[src/rtl/adc_readout_arb_pkg.sv]
// Shared oscilloscope package: readout FSM state encoding,
// default header/trailer bytes and payload counter helpers.
package adc_readout_arb_pkg;

    typedef enum logic [3:0] {
        S_IDLE,
        S_ARM,
        S_WAIT_END,
        S_HDR,
        S_RD,
        S_CAP,
        S_SEND,
        S_NEXT,
        S_TRL
    } state_t;

    localparam logic [7:0] HDR_BASE_DEF = 8'hA0;
    localparam logic [7:0] TRAILER_DEF  = 8'h55;

    localparam int               CNT_W   = 13;
    localparam logic [CNT_W-1:0] CNT_MAX = '1;

    // Saturating increment for the per-channel payload byte counter.
    function automatic logic [CNT_W-1:0] sat_inc(
        input logic [CNT_W-1:0] v
    );
        return (v == CNT_MAX) ? v : v + 1'b1;
    endfunction

endpackage

[src/rtl/adc_readout_arb_chan_pick.sv]
// Lowest-set-bit picker: returns index of the lowest set bit of i_vec.
// Ports: i_vec (candidate vector), o_idx (index), o_found (any bit set).
module chan_pick #(
    parameter int N = 4,
    parameter int W = 2
) (
    input  logic [N-1:0] i_vec,
    output logic [W-1:0] o_idx,
    output logic         o_found
);

    // Scan downward so the lowest set bit is the last one written.
    always_comb begin
        o_idx   = '0;
        o_found = 1'b0;
        for (int k = N - 1; k >= 0; k--) begin
            if (i_vec[k]) begin
                o_idx   = W'(k);
                o_found = 1'b1;
            end
        end
    end

endmodule

[src/rtl/adc_readout_arb.sv]
// ADC capture/readout arbiter: arms all channels, waits for capture
// complete, then streams header + payload bytes per enabled channel
// and a trailer byte.
// Ports: Clk, Reset_n (async low); start/ch_mask host request;
// ch_end/ch_empty/ch_data/ch_rdreq per-channel FIFO side;
// adc_bg capture restart; out_data/out_valid/out_ready/out_last
// byte stream; busy = not idle.
module adc_readout_arb
    import adc_readout_arb_pkg::*;
#(
    parameter int         NUM_CH   = 4,
    parameter logic [7:0] HDR_BASE = HDR_BASE_DEF,
    parameter logic [7:0] TRAILER  = TRAILER_DEF
) (
    input  logic                  Clk,
    input  logic                  Reset_n,
    input  logic                  start,
    input  logic [NUM_CH-1:0]     ch_mask,
    input  logic [NUM_CH-1:0]     ch_end,
    input  logic [NUM_CH-1:0]     ch_empty,
    input  logic [8*NUM_CH-1:0]   ch_data,
    output logic [NUM_CH-1:0]     ch_rdreq,
    output logic                  adc_bg,
    output logic [7:0]            out_data,
    output logic                  out_valid,
    input  logic                  out_ready,
    output logic                  out_last,
    output logic                  busy
);

    localparam int CH_W = (NUM_CH > 1) ? $clog2(NUM_CH) : 1;

    state_t             r_state;
    logic [NUM_CH-1:0]  r_mask;
    logic [CH_W-1:0]    r_ch;
    logic               r_first;
    logic [CNT_W-1:0]   r_cnt;
    logic [7:0]         r_out_data;
    logic               r_out_valid;
    logic               r_out_last;

    state_t             w_nstate;
    logic [NUM_CH-1:0]  w_nmask;
    logic [CH_W-1:0]    w_nch;
    logic               w_nfirst;
    logic [CNT_W-1:0]   w_ncnt;
    logic [7:0]         w_ndata;
    logic               w_nvalid;
    logic               w_nlast;

    logic               w_hs;
    logic [NUM_CH-1:0]  w_low;
    logic [NUM_CH-1:0]  w_above;
    logic [NUM_CH-1:0]  w_pick_vec;
    logic [CH_W-1:0]    w_pick_idx;
    logic               w_pick_found;
    logic [NUM_CH-1:0]  w_rdreq;

    assign w_hs = r_out_valid & out_ready;

    // Channels strictly above the current one.
    assign w_low   = NUM_CH'(1) << r_ch;
    assign w_above = ~((w_low << 1) - NUM_CH'(1));

    // First pick uses the whole mask; later picks only higher channels.
    assign w_pick_vec = (r_state == S_WAIT_END) ? r_mask
                                                : (r_mask & w_above);

    chan_pick #(
        .N (NUM_CH),
        .W (CH_W)
    ) u_pick (
        .i_vec   (w_pick_vec),
        .o_idx   (w_pick_idx),
        .o_found (w_pick_found)
    );

    always_comb begin
        w_nstate = r_state;
        w_nmask  = r_mask;
        w_nch    = r_ch;
        w_nfirst = r_first;
        w_ncnt   = r_cnt;
        w_ndata  = r_out_data;
        unique case (r_state)
            S_IDLE: begin
                if (start && (|ch_mask)) begin
                    w_nmask  = ch_mask;
                    w_nstate = S_ARM;
                end
            end
            S_ARM: begin
                w_nfirst = 1'b1;
                w_nstate = S_WAIT_END;
            end
            S_WAIT_END: begin
                // ch_end may still show the previous capture for one cycle.
                w_nfirst = 1'b0;
                if (!r_first && ((ch_end & r_mask) == r_mask)) begin
                    w_nch    = w_pick_idx;
                    w_ndata  = HDR_BASE + 8'(w_pick_idx);
                    w_ncnt   = '0;
                    w_nstate = S_HDR;
                end
            end
            S_HDR: begin
                if (w_hs) w_nstate = S_RD;
            end
            S_RD: begin
                w_nstate = ch_empty[r_ch] ? S_NEXT : S_CAP;
            end
            S_CAP: begin
                // Normal-mode FIFO: q is valid the cycle after rdreq.
                w_ndata  = ch_data[{r_ch, 3'b000} +: 8];
                w_nstate = S_SEND;
            end
            S_SEND: begin
                if (w_hs) begin
                    w_ncnt   = sat_inc(r_cnt);
                    w_nstate = S_RD;
                end
            end
            S_NEXT: begin
                if (w_pick_found) begin
                    w_nch    = w_pick_idx;
                    w_ndata  = HDR_BASE + 8'(w_pick_idx);
                    w_ncnt   = '0;
                    w_nstate = S_HDR;
                end else begin
                    w_ndata  = TRAILER;
                    w_nstate = S_TRL;
                end
            end
            S_TRL: begin
                if (w_hs) begin
                    w_nmask  = '0;
                    w_nch    = '0;
                    w_nstate = S_IDLE;
                end
            end
            default: w_nstate = S_IDLE;
        endcase
        w_nvalid = (w_nstate == S_HDR) || (w_nstate == S_SEND)
                || (w_nstate == S_TRL);
        w_nlast  = (w_nstate == S_TRL);
    end

    always_ff @(posedge Clk or negedge Reset_n) begin
        if (!Reset_n) begin
            r_state     <= S_IDLE;
            r_mask      <= '0;
            r_ch        <= '0;
            r_first     <= 1'b0;
            r_cnt       <= '0;
            r_out_data  <= 8'h00;
            r_out_valid <= 1'b0;
            r_out_last  <= 1'b0;
        end else begin
            r_state     <= w_nstate;
            r_mask      <= w_nmask;
            r_ch        <= w_nch;
            r_first     <= w_nfirst;
            r_cnt       <= w_ncnt;
            r_out_data  <= w_ndata;
            r_out_valid <= w_nvalid;
            r_out_last  <= w_nlast;
        end
    end

    always_comb begin
        w_rdreq = '0;
        if ((r_state == S_RD) && !ch_empty[r_ch]) w_rdreq[r_ch] = 1'b1;
    end

    assign ch_rdreq  = w_rdreq;
    assign adc_bg    = (r_state == S_ARM);
    assign busy      = (r_state != S_IDLE);
    assign out_data  = r_out_data;
    assign out_valid = r_out_valid;
    assign out_last  = r_out_last;

endmodule

[config.mk]
export PLATFORM = sky130hd
export DESIGN_NAME = adc_readout_arb
export DESIGN_NICKNAME = d
export VERILOG_FILES = /design/src/rtl/adc_readout_arb_pkg.sv /design/src/rtl/adc_readout_arb_chan_pick.sv /design/src/rtl/adc_readout_arb.sv
export SDC_FILE = /design/constraint.sdc
export NUM_CORES = 1
export LEC_CHECK = 0
export CORE_MARGIN = 1.5
export CORE_UTILIZATION = 38
export DETAILED_ROUTE_END_ITERATION = 16
export GPL_TIMING_DRIVEN = 0
export PLACE_DENSITY_LB_ADDON = 0.15
export SYNTH_ARGS = -nofsm -noshare
export SYNTH_HDL_FRONTEND = slang
export SYNTH_SLANG_ARGS = --single-unit
[constraint.sdc]
create_clock -name Clk -period 1.7 [get_ports Clk]
set_input_delay 0.34 -clock Clk [delete_from_list [all_inputs] [get_ports Clk]]
set_output_delay 0.34 -clock Clk [all_outputs]
set_load 0.01 [all_outputs]
==> results of run 1 <==
-- registers in the layout, indices dropped and copies added (netlist names) --
signal,cells
out_last,1
out_data,8
out_valid,1
r_ch,2
r_mask,4
r_state,4
r_first,1
-- path summary, 6_finish.rpt --
kind | startpoint | to | slack (ns) | cells past startpoint
worst max-delay path | r_state[1] | ch_rdreq[0] | -0.21 | 4
worst min-delay path | out_data[0] | out_data[0] | 0.50 | 2
worst max register to register | r_state[0] | r_ch[1] | -0.21 | 7
worst min register to register | out_data[0] | out_data[0] | 0.50 | 2
max in group asynchronous | Reset_n | r_state[1] | 0.46 | 1
min in group asynchronous | Reset_n | r_mask[1] | 0.60 | 1
-- Yosys cell counts, types with 2 or more instances --
cell      number
mux4_2         8
a22o_1         5
mux2_2         2
a21oi_1        6
dfrtp_1       21
a31oi_1        2
nand3_1        4
nand2b_1       3
a21o_1         3
nor2b_1        2
a221o_1        4
nor4_1         2
buf_2          7
nand2_1       15
nor3_1         6
inv_1          7
clkbuf_1       3
nor2_1         6
nor4b_1        2
and3_1         2
nor3b_1        2
o21ai_0        8
-- cell families (layout without fill, tap and decap cells) --
group                  count (synthesis)  in the layout  share of synthesized area
and+or+nand+nor                       53             53                      0.215
AOI/OAI and AO/OA                     43             43                      0.223
DFF                                   21             21                      0.364
buffers and inverters                 18             98                     0.0581
muxes                                 10             10                      0.140
-- placed cells by master, fill, tap and decap left out, types with 3 or more instances in the layout --
cell type and count:
nor3_2 3, inv_1 7, buf_2 8, mux4_2 8, dfrtp_1 20, buf_6 7, a21oi_1 3, a22o_1 5
a221o_1 4, a21oi_2 3, a21o_1 3, clkbuf_8 3, clkdlybuf4s50_1 57, nor3_4 4, o21ai_0 7, nand3_1 4
nor2_1 6, buf_4 12, nand2_1 14
-- area by class of cell --
type | count | area [µm²]
fillers | 275 | 1210
clock inverters | 1 | 5.00
inverters | 7 | 26.3
repair buffers | 76 | 712
well taps | 48 | 60.1
multi-input cells | 106 | 993
flip-flops and latches | 21 | 527
plain buffers | 11 | 85.1
clock buffers | 3 | 41.3
-- power groups by stage --
stage	Combinational (W)	Sequential, W	Clock, W
after detailed placement	0.00179	0.000845	0
after CTS	0.00213	0.000837	0.000342
after floorplan	0.00121	0.000838	0
after global placement	0.00176	0.000836	0
final	0.00225	0.000867	0.000338
after global routing	0.00240	0.000882	0.000364
-- through the flow --
step	setup TNS, ns	cell area, µm²	utilization
finish	-2.53	2450	0.669
global route	-3.71	2450	0.669
CTS	-2.73	2370	0.647
detailed placement	-7.99	2150	0.589
global placement	-7.57	2150	0.589
floorplan	-0.0226	1460	-
-- layer usage --
metal	share of wire	routed length, µm	up-vias	GRT usage
met5	0	0	-	0
met2	0.53	2570	61	0.417
li1	-	-	722	-
met3	0.054	264	2	0.0313
met1	0.41	2020	800	0.284
met4	0.0047	23	0	0.0745
-- what timing repair did --
| action | CTS | global route |
|---|---|---|
| setup endpoints to repair | 21 | 21 |
| cloned | 1 | 0 |
| pin swaps | 14 | 3 |
| resized for setup | 55 | 10 |
| setup buffers | 8 | 4 |
| endpoints found under the hold margin | 0 | 0 |
-- worst max-delay path, stage by stage, from the launching register on --
cell and delay (ns):
dfrtp_2 0.47, buf_4 0.21, nor3_4 0.25, nor4b_4 0.22
buf_2 0.16
==> summary.md, run 1 <==
| Metric | Value |
|---|---|
| Register share of total power | 0.251 |
| Worst Skew | 0.00918 ns |
| Crit-path max FO | 10 |
| Hold WS | 0.500 ns |
| Grt ovf | 0 |
| Post-route ant nets | 0 |
| Async SR Flop Fraction | 1.00 |
| Non-Filler Instances | 273 |
| DR vias/cell | 5.81 |
| Die Height | 64.6 µm |
| Static Leak | 1.03 nW |
| Synth top area share | 0.364 |
| Int Power | 0.00203 W |
| RSZ-0062 raised after global routing | yes |
| Layout cells sized above 1 | 0.316 |
| CTS root buffer | clkbuf_8 |
| IO Pins | 64 |
| RePlAce Congestion | 0.866 |
| TritonCTS clock tree | built |
| Final WL | 4.88 mm |
| Netlist cell types | 47 |
| Total die area | 4180 µm² |
| Core Box Area | 3660 µm² |
| Power Dens Cells | 1410 nW/µm² |
| Hold WC Path Type | reg2reg |
| Pwr Total | 0.00345 W |
| IO buf count | 63 |
| Cts bufs inserted | 3 |
| Violated checks | setup timing |
| Vias in the first global route | 1,601 |
| First-pass GRT wire length | 7.49 mm |
| CTS Sinks | 21 |
| CTS Buffer Depth | 2 |
| CP Capture Type | output port |
| Clk pwr share | 0.098 |
| Number of H-tree levels | 1 |
| Reg clk slew, reported paths | 0.09 ns |
| Final net count | 274 |
| Post-detailed-route wirelength per cell | 17.9 µm |
| Synth Warn # | 0 |
| Max Fclk | 523 MHz |
| Switching pwr | 0.00143 W |
| Iteration count of the initial detailed-routing pass | 4 |
| Startpoint type of the worst setup path | flip-flop |
| Dpl cells | 256 |
| Register area share after synthesis | 0.364 |
| Slew margin rel. | 0.363 |
| Synthesized area | 1440 µm² |
| All-Layer GR Usage | 0.231 |
| Top post-synthesis cells by area | dfrtp_1, mux4_2, nand2_1 |
| Mapped Avg Cell Area | 9.96 µm² |
| Hold_buf cts | 0 |
| Worst-skew pair later-pin latency | 0.26 ns |
| Worst path required time | 1.36 ns |
| Syn_nets | 193 |
| Setup ws final | -0.214 ns |
| Logic pwr share | 0.651 |
| Initial core utilization | 0.394 |
| Max_cap viols | 0 |
| Final hold viol count | 0 |
| N_diodes | 0 |
| Status | complete, but fails checks |
| Area leader, netlist | dfrtp_1 |
| Place WS | -0.615 ns |
| Max VDD drop | 737 µV |
| Worst slew pin tran | 0.952 ns |
| Final period utilization | 1.13 |
| Post-synth EDFFs | 0 |
| DRC viols | 0 |
| Tmin final | 1.91 ns |
| Post-Syn Instances | 145 |
| Post-DP HPWL | 3.28 mm |
| Largest net degree at the start of global routing | 22 |
| Row Count | 22 |
| Final-report setup violation count | 21 |
| Initial DRC count | 61 |
| Via Count | 1,585 |
| Yosys reg bits | 21 |
| Syn-to-layout area delta | 69.7% |
| Sw frac | 0.414 |
| Arrival @ worst endpoint | 1.57 ns |
| Max Slew Vio Count | 0 |
| Commonest register cell after synthesis | dfrtp_1 |
| Initial antenna violation count | 0 |
| Die W | 64.6 µm |
| Setup CP Type | reg2out |
Note: power is estimated with default switching activity, not from simulation.
==> inputs of run 2 (changes only) <==
--- a/config.mk
+++ b/config.mk
@@ -10,6 +10,7 @@
 export DETAILED_ROUTE_END_ITERATION = 16
 export GPL_TIMING_DRIVEN = 0
 export PLACE_DENSITY_LB_ADDON = 0.15
+export SKIP_LAST_GASP = 1
 export SYNTH_ARGS = -nofsm -noshare
 export SYNTH_HDL_FRONTEND = slang
 export SYNTH_SLANG_ARGS = --single-unit
==> summary.md, run 2 (synthesized netlist as in run 1, its figures left out) <==
| Metric | Value |
|---|---|
| Status | complete, but fails checks |
| Violated checks | setup timing |
| Register area | 527 µm² (unchanged) |
| Max Slew Vio Count | 0 (unchanged) |
| Fillers | 271 (-1.5%) |
| Post-route cell area | 2460 µm² (+0.46%) |
| Commonest non-fill, non-tap cell in the layout | clkdlybuf4s50_1 |
| Via Count | 1,593 (+0.50%) |
| Final hold viol count | 0 (unchanged) |
| N_diodes | 0 (unchanged) |
| Post-route ant nets | 0 (unchanged) |
| Area of the multi-input gates | 978 µm² (-1.5%) |
| Post-detailed-route wirelength per cell | 17.6 µm (-1.5%) |
| Placed cell areas | 2150 µm² (unchanged) |
| IO Pins | 64 (unchanged) |
| RSZ-0062 raised after global routing | yes |
| Largest net degree at the start of global routing | 22 (unchanged) |
| Arrival @ worst endpoint | 2.06 ns (+0.49 ns) |
| Commonest cells after routing, fill and taps aside | clkdlybuf4s50_1, dfrtp_1, buf_4, nand2_1 |
| DR vias/cell | 5.77 (-0.59%) |
| Worst R2R Path Depth | 7 (unchanged) |
| Worst-skew pair later-pin latency | 0.26 ns (about the same) |
| Crit-path max FO | 5 (-5) |
| Setup ws final | -0.218 ns (-0.00466 ns) |
| Worst slew pin tran | 0.945 ns (-0.00726 ns) |
| IO buf count | 63 (unchanged) |
| First-pass GRT wire length | 7.49 mm (about the same) |
| Hold WS | 0.506 ns (+0.00584 ns) |
| Tmin final | 1.92 ns (+0.00466 ns) |
| Total die area | 4180 µm² (unchanged) |
| Vias in the first global route | 1,601 (unchanged) |
| Setup CP Type | reg2reg |
| Layout cells sized above 1 | 0.325 (+0.00901) |
| Power Dens Cells | 1410 nW/µm² (about the same) |
| Hold Path Sink | out_data[1] |
| RR Endpoint | r_ch[1] |
| DRC viols | 0 (unchanged) |
| Row Count | 22 (unchanged) |
| Die W | 64.6 µm (unchanged) |
| All-Layer GR Usage | 0.230 (-0.000744) |
| Max_cap viols | 0 (unchanged) |
| Static Leak | 1.04 nW (+1.3%) |
| Startpoint type of the worst setup path | flip-flop |
| Initial core utilization | 0.394 (unchanged) |
| CP Capture Type | flip-flop |
| Worst hold start | out_data[1] |
| Post-DP HPWL | 3.28 mm (unchanged) |
| Syn-to-layout area delta | 70.5% |
| Max Fclk | 521 MHz (-0.24%) |
| Initial antenna violation count | 0 (unchanged) |
| Worst path required time | 1.84 ns (+0.48 ns) |
| CTS Buffer Depth | 2 (unchanged) |
| CTS root buffer | clkbuf_8 |
| Final-report setup violation count | 20 (-4.8%) |
| Slew margin rel. | 0.368 (+0.00486) |
| Hold WC Path Type | reg2reg |
| Slack of the worst reg-to-reg path | -0.22 ns (about the same) |
| Reg clk slew, reported paths | 0.08 ns (about the same) |
| Die Height | 64.6 µm (unchanged) |
| Final period utilization | 1.13 (+0.00274) |
| Core Box Area | 3660 µm² (unchanged) |
| Cts bufs inserted | 3 (unchanged) |
| Initial DRC count | 87 (+43%) |
| Number of flip-flops in the largest register | 8 (unchanged) |
| Max VDD drop | 855 µV (+16%) |
| RePlAce Congestion | 0.866 (unchanged) |
| CTS Sinks | 21 (unchanged) |
| Dpl cells | 256 (unchanged) |
| Hold path depth | 1 (-1) |
| Final net count | 277 (+1.1%) |
| Iteration count of the initial detailed-routing pass | 4 (unchanged) |
| Reg-to-reg startpoint | r_state[0] |
| Grt ovf | 0 (unchanged) |
| Worst Skew | 0.00538 ns (-0.00380 ns) |
| TritonCTS clock tree | built |
| Number of H-tree levels | 1 (unchanged) |
| Final WL | 4.86 mm (-0.45%) |
| Hold_buf cts | 0 (unchanged) |
| Non-Filler Instances | 276 (+1.1%) |
[run 2: changes by cell type in the layout (fill, tap and decap cells not counted)]
cell | previous run | this run
buf_4 | 12 | 14
a21oi_1 | 3 | 4
buf_6 | 7 | 8
nor4_4 | 1 | 0
nor4_2 | 0 | 2
a31oi_2 | 0 | 1
nor4_1 | 1 | 0
a31oi_4 | 1 | 0
a21oi_2 | 3 | 2
[run 2: area by class of cell]
cell class	instances	share of cell area
well taps	48	0.0244
clock buffers	3	0.0168
flip-flops and latches	21	0.214
multi-input cells	106	0.398
inverters	7	0.0107
plain buffers	11	0.0346
repair buffers	79	0.300
clock inverters	1	0.00203
[run 2: critical path, stage by stage, from the launching register on]
cell	delay, ns
dfrtp_1	0.40
buf_4	0.15
or4b_4	0.56
nor3_4	0.19
a21oi_4	0.12
buf_6	0.15
nor3_4	0.14
o32ai_2	0.09
[run 2: metrics by stage]
step	worst slack [ns]	TNS, ns	total power [W]	util
after floorplan	-0.0205	-0.0226	0.00205	-
after global placement	-0.574	-7.57	0.00260	0.589
after detailed placement	-0.615	-7.99	0.00263	0.589
after CTS	-0.239	-3.42	0.00328	0.643
after global routing	-0.285	-4.25	0.00367	0.672
final	-0.218	-3.14	0.00347	0.672
[run 2: worst max path at each step]
| stage | from | endpoint | slack (ns) | cells after the start |
|---|---|---|---|---|
| after floorplan | r_state[3] | r_ch[1] | -0.02 | 6 |
| after global placement | r_state[0] | ch_rdreq[3] | -0.57 | 6 |
| after detailed placement | r_state[0] | ch_rdreq[3] | -0.62 | 6 |
| after CTS | r_state[1] | ch_rdreq[0] | -0.24 | 4 |
| after global routing | r_state[1] | ch_rdreq[0] | -0.28 | 4 |
| final | r_state[0] | r_ch[1] | -0.22 | 7 |
[run 2: repair_timing]
item	in CTS	in global routing
resized for setup	50	16
hold endpoints to repair	0	0
setup endpoints to repair	21	23
pin swaps	12	1
setup buffers	8	7
cloned	1	0
[run 2: layer usage]
metal,GRT usage,routed length (µm),part of all wire,vias to the layer above
met2,0.414,2500,0.51,63
met5,0,0,0,-
met4,0.0745,23,0.0047,0
met1,0.284,2080,0.43,803
li1,-,-,-,725
met3,0.0313,248,0.051,2
[run 2: power breakdown]
| group | switching [W] | total [W] | internal, W |
|---|---|---|---|
| Sequential | 0.000174 | 0.000854 | 0.000680 |
| Clock | 0.000175 | 0.000338 | 0.000163 |
| Combinational | 0.00106 | 0.00228 | 0.00122 |
==> inputs of run 3 (changes only) <==
--- a/config.mk
+++ b/config.mk
@@ -9,7 +9,7 @@
 export CORE_UTILIZATION = 38
 export DETAILED_ROUTE_END_ITERATION = 16
 export GPL_TIMING_DRIVEN = 0
-export PLACE_DENSITY_LB_ADDON = 0.15
+export PLACE_DENSITY = 0.81
 export SKIP_LAST_GASP = 1
 export SYNTH_ARGS = -nofsm -noshare
 export SYNTH_HDL_FRONTEND = slang
==> summary.md, run 3 (synthesized netlist as in run 1, its figures left out) <==
| Metric | Value |
|---|---|
| Hold WC Path Type | reg2reg |
| Commonest non-fill, non-tap cell in the layout | clkdlybuf4s50_1 |
| Setup ws final | -0.279 ns (-0.0603 ns) |
| Worst path required time | 1.36 ns (-0.48 ns) |
| Setup CP Type | reg2out |
| IO buf count | 63 (unchanged) |
| TritonCTS clock tree | built |
| Status | complete, but fails checks |
| Iteration count of the initial detailed-routing pass | 5 (+1) |
| Max Slew Vio Count | 0 (unchanged) |
| Syn-to-layout area delta | 73.7% |
| Reg-to-reg startpoint | r_state[0] |
| Final setup TNS | -4.46 ns (-1.32 ns) |
| Post-route ant nets | 0 (unchanged) |
| Post-detailed-route wirelength per cell | 17.2 µm (-2.5%) |
| Crit-path max FO | 4 (-1) |
| Die W | 64.6 µm (unchanged) |
| Worst Setup SP | r_state[0] |
| RePlAce Congestion | 0.881 (+1.7%) |
| Die Height | 64.6 µm (unchanged) |
| CTS Sinks | 21 (unchanged) |
| Critical Path Max Stage Delay | 0.41 ns (-0.15 ns) |
| CP endpoint | ch_rdreq[3] |
| Worst-skew pair later-pin latency | 0.27 ns (about the same) |
| Power Dens Cells | 1440 nW/µm² (+1.9%) |
| Fillers | 264 (-2.6%) |
| RSZ-0062 raised after global routing | yes |
| Final hold viol count | 0 (unchanged) |
| Final-report setup violation count | 22 (+10%) |
| Place WS | -0.580 ns (+0.0349 ns) |
| Placed cell areas | 2150 µm² (unchanged) |
| CP Capture Type | output port |
| Slew margin rel. | 0.342 (-0.0258) |
| Hold_buf cts | 0 (unchanged) |
| Slack of the worst reg-to-reg path | -0.27 ns (-0.05 ns) |
| Worst path slowest cell | dfrtp_1 |
| Number of H-tree levels | 1 (unchanged) |
| Initial core utilization | 0.394 (unchanged) |
| Commonest cells after routing, fill and taps aside | clkdlybuf4s50_1, dfrtp_1, buf_4 |
| N_diodes | 0 (unchanged) |
| Worst Skew | 0.0101 ns (+0.00472 ns) |
| Layout cells sized above 1 | 0.343 (+0.0189) |
| Arrival @ worst endpoint | 1.64 ns (-0.42 ns) |
| Reg clk slew, reported paths | 0.09 ns (about the same) |
| Row Count | 22 (unchanged) |
| Cts bufs inserted | 3 (unchanged) |
| Largest net degree at the start of global routing | 22 (unchanged) |
| IO Pins | 64 (unchanged) |
| Violated checks | setup timing |
| DR vias/cell | 5.80 (+0.46%) |
| Final WL | 4.77 mm (-1.8%) |
| Post-route cell area | 2510 µm² (+1.9%) |
| Core Box Area | 3660 µm² (unchanged) |
| Worst R2R Path Depth | 7 (unchanged) |
| Via Count | 1,612 (+1.2%) |
| Max VDD drop | 679 µV (-21%) |
| Startpoint type of the worst setup path | flip-flop |
| Vias in the first global route | 1,477 (-7.7%) |
| All-Layer GR Usage | 0.218 (-0.0120) |
| RR Endpoint | r_ch[1] |
| Initial DRC count | 100 (+15%) |
| Grt ovf | 0 (unchanged) |
| Tmin final | 1.98 ns (+0.0603 ns) |
| Static Leak | 1.05 nW (+1.2%) |
| First-pass GRT wire length | 6.96 mm (-7.1%) |
| Total die area | 4180 µm² (unchanged) |
| Max_cap viols | 0 (unchanged) |
| Number of flip-flops in the largest register | 8 (unchanged) |
| Final period utilization | 1.16 (+0.0355) |
| Initial antenna violation count | 0 (unchanged) |
| CTS Buffer Depth | 2 (unchanged) |
| Final net count | 279 (+0.72%) |
| Hold path depth | 2 (+1) |
| Crit-path cells | buf_6, nand2b_4, nor3_4, nand2_2, nor3_2, buf_2 |
| DRC viols | 0 (unchanged) |
| Post-DP HPWL | 2.98 mm (-9.0%) |
| Worst slew pin tran | 0.984 ns (+0.0386 ns) |
| Max Fclk | 505 MHz (-3.0%) |
| CTS root buffer | clkbuf_8 |
-- run 3: worst min-delay path by stage --
stage | endpoint | slack [ns] | startpoint
floorplan | out_data[0] | 0.04 | Reset_n
global placement | out_data[1] | 0.46 | out_data[1]
detailed placement | out_data[0] | 0.47 | out_data[0]
CTS | out_data[0] | 0.48 | out_data[0]
global route | out_data[0] | 0.50 | out_data[0]
finish | out_data[0] | 0.48 | out_data[0]
-- run 3: final cells by class --
cell class              count  area, µm²  share of cell area
clock buffers               3       41.3              0.0165
plain buffers              11       87.6              0.0349
repair buffers             81        761               0.303
clock inverters             1       5.00             0.00200
well taps                  48       60.1              0.0239
flip-flops and latches     21        526               0.209
multi-input cells         106       1000               0.400
inverters                   7       26.3              0.0105
-- run 3: per-stage QoR --
step                      utilization  total power (W)  hold WS (ns)  instances
after global routing            0.685          0.00380         0.500        278
final                           0.685          0.00361         0.480        278
after detailed placement        0.589          0.00261         0.470        256
after CTS                       0.648          0.00327         0.485        270
after global placement          0.589          0.00259         0.463        256
after floorplan                     -          0.00205        0.0444        145
-- run 3: where the power goes --
part / leakage, nW / internal (W) / switching [W]
clock network: 0.0255 / 0.000164 / 0.000174
logic: 0.765 / 0.00129 / 0.00113
registers: 0.263 / 0.000678 / 0.000171
total: 1.05 / 0.00213 / 0.00147
-- run 3: repair_timing --
action / in CTS / in global routing
buffers inserted: 9 / 9
pin swaps: 16 / 8
endpoints found under the setup margin: 21 / 22
gates cloned: 1 / 0
gates resized for setup: 52 / 19
-- run 3: critical path: cells and delay by family, from the launching register on --
family | cells | cell delay, ns
flip-flops | 1 | 0.41
AND/OR/NAND/NOR | 4 | 0.67
buffers and inverters | 2 | 0.29
-- run 3: per-layer routing --
metal,track usage,share of wire,wire [µm],up-vias
met3,0.0243,0.067,318,20
li1,-,-,-,735
met2,0.375,0.50,2380,91
met5,0,0,0,-
met1,0.273,0.40,1910,766
met4,0.106,0.035,166,0
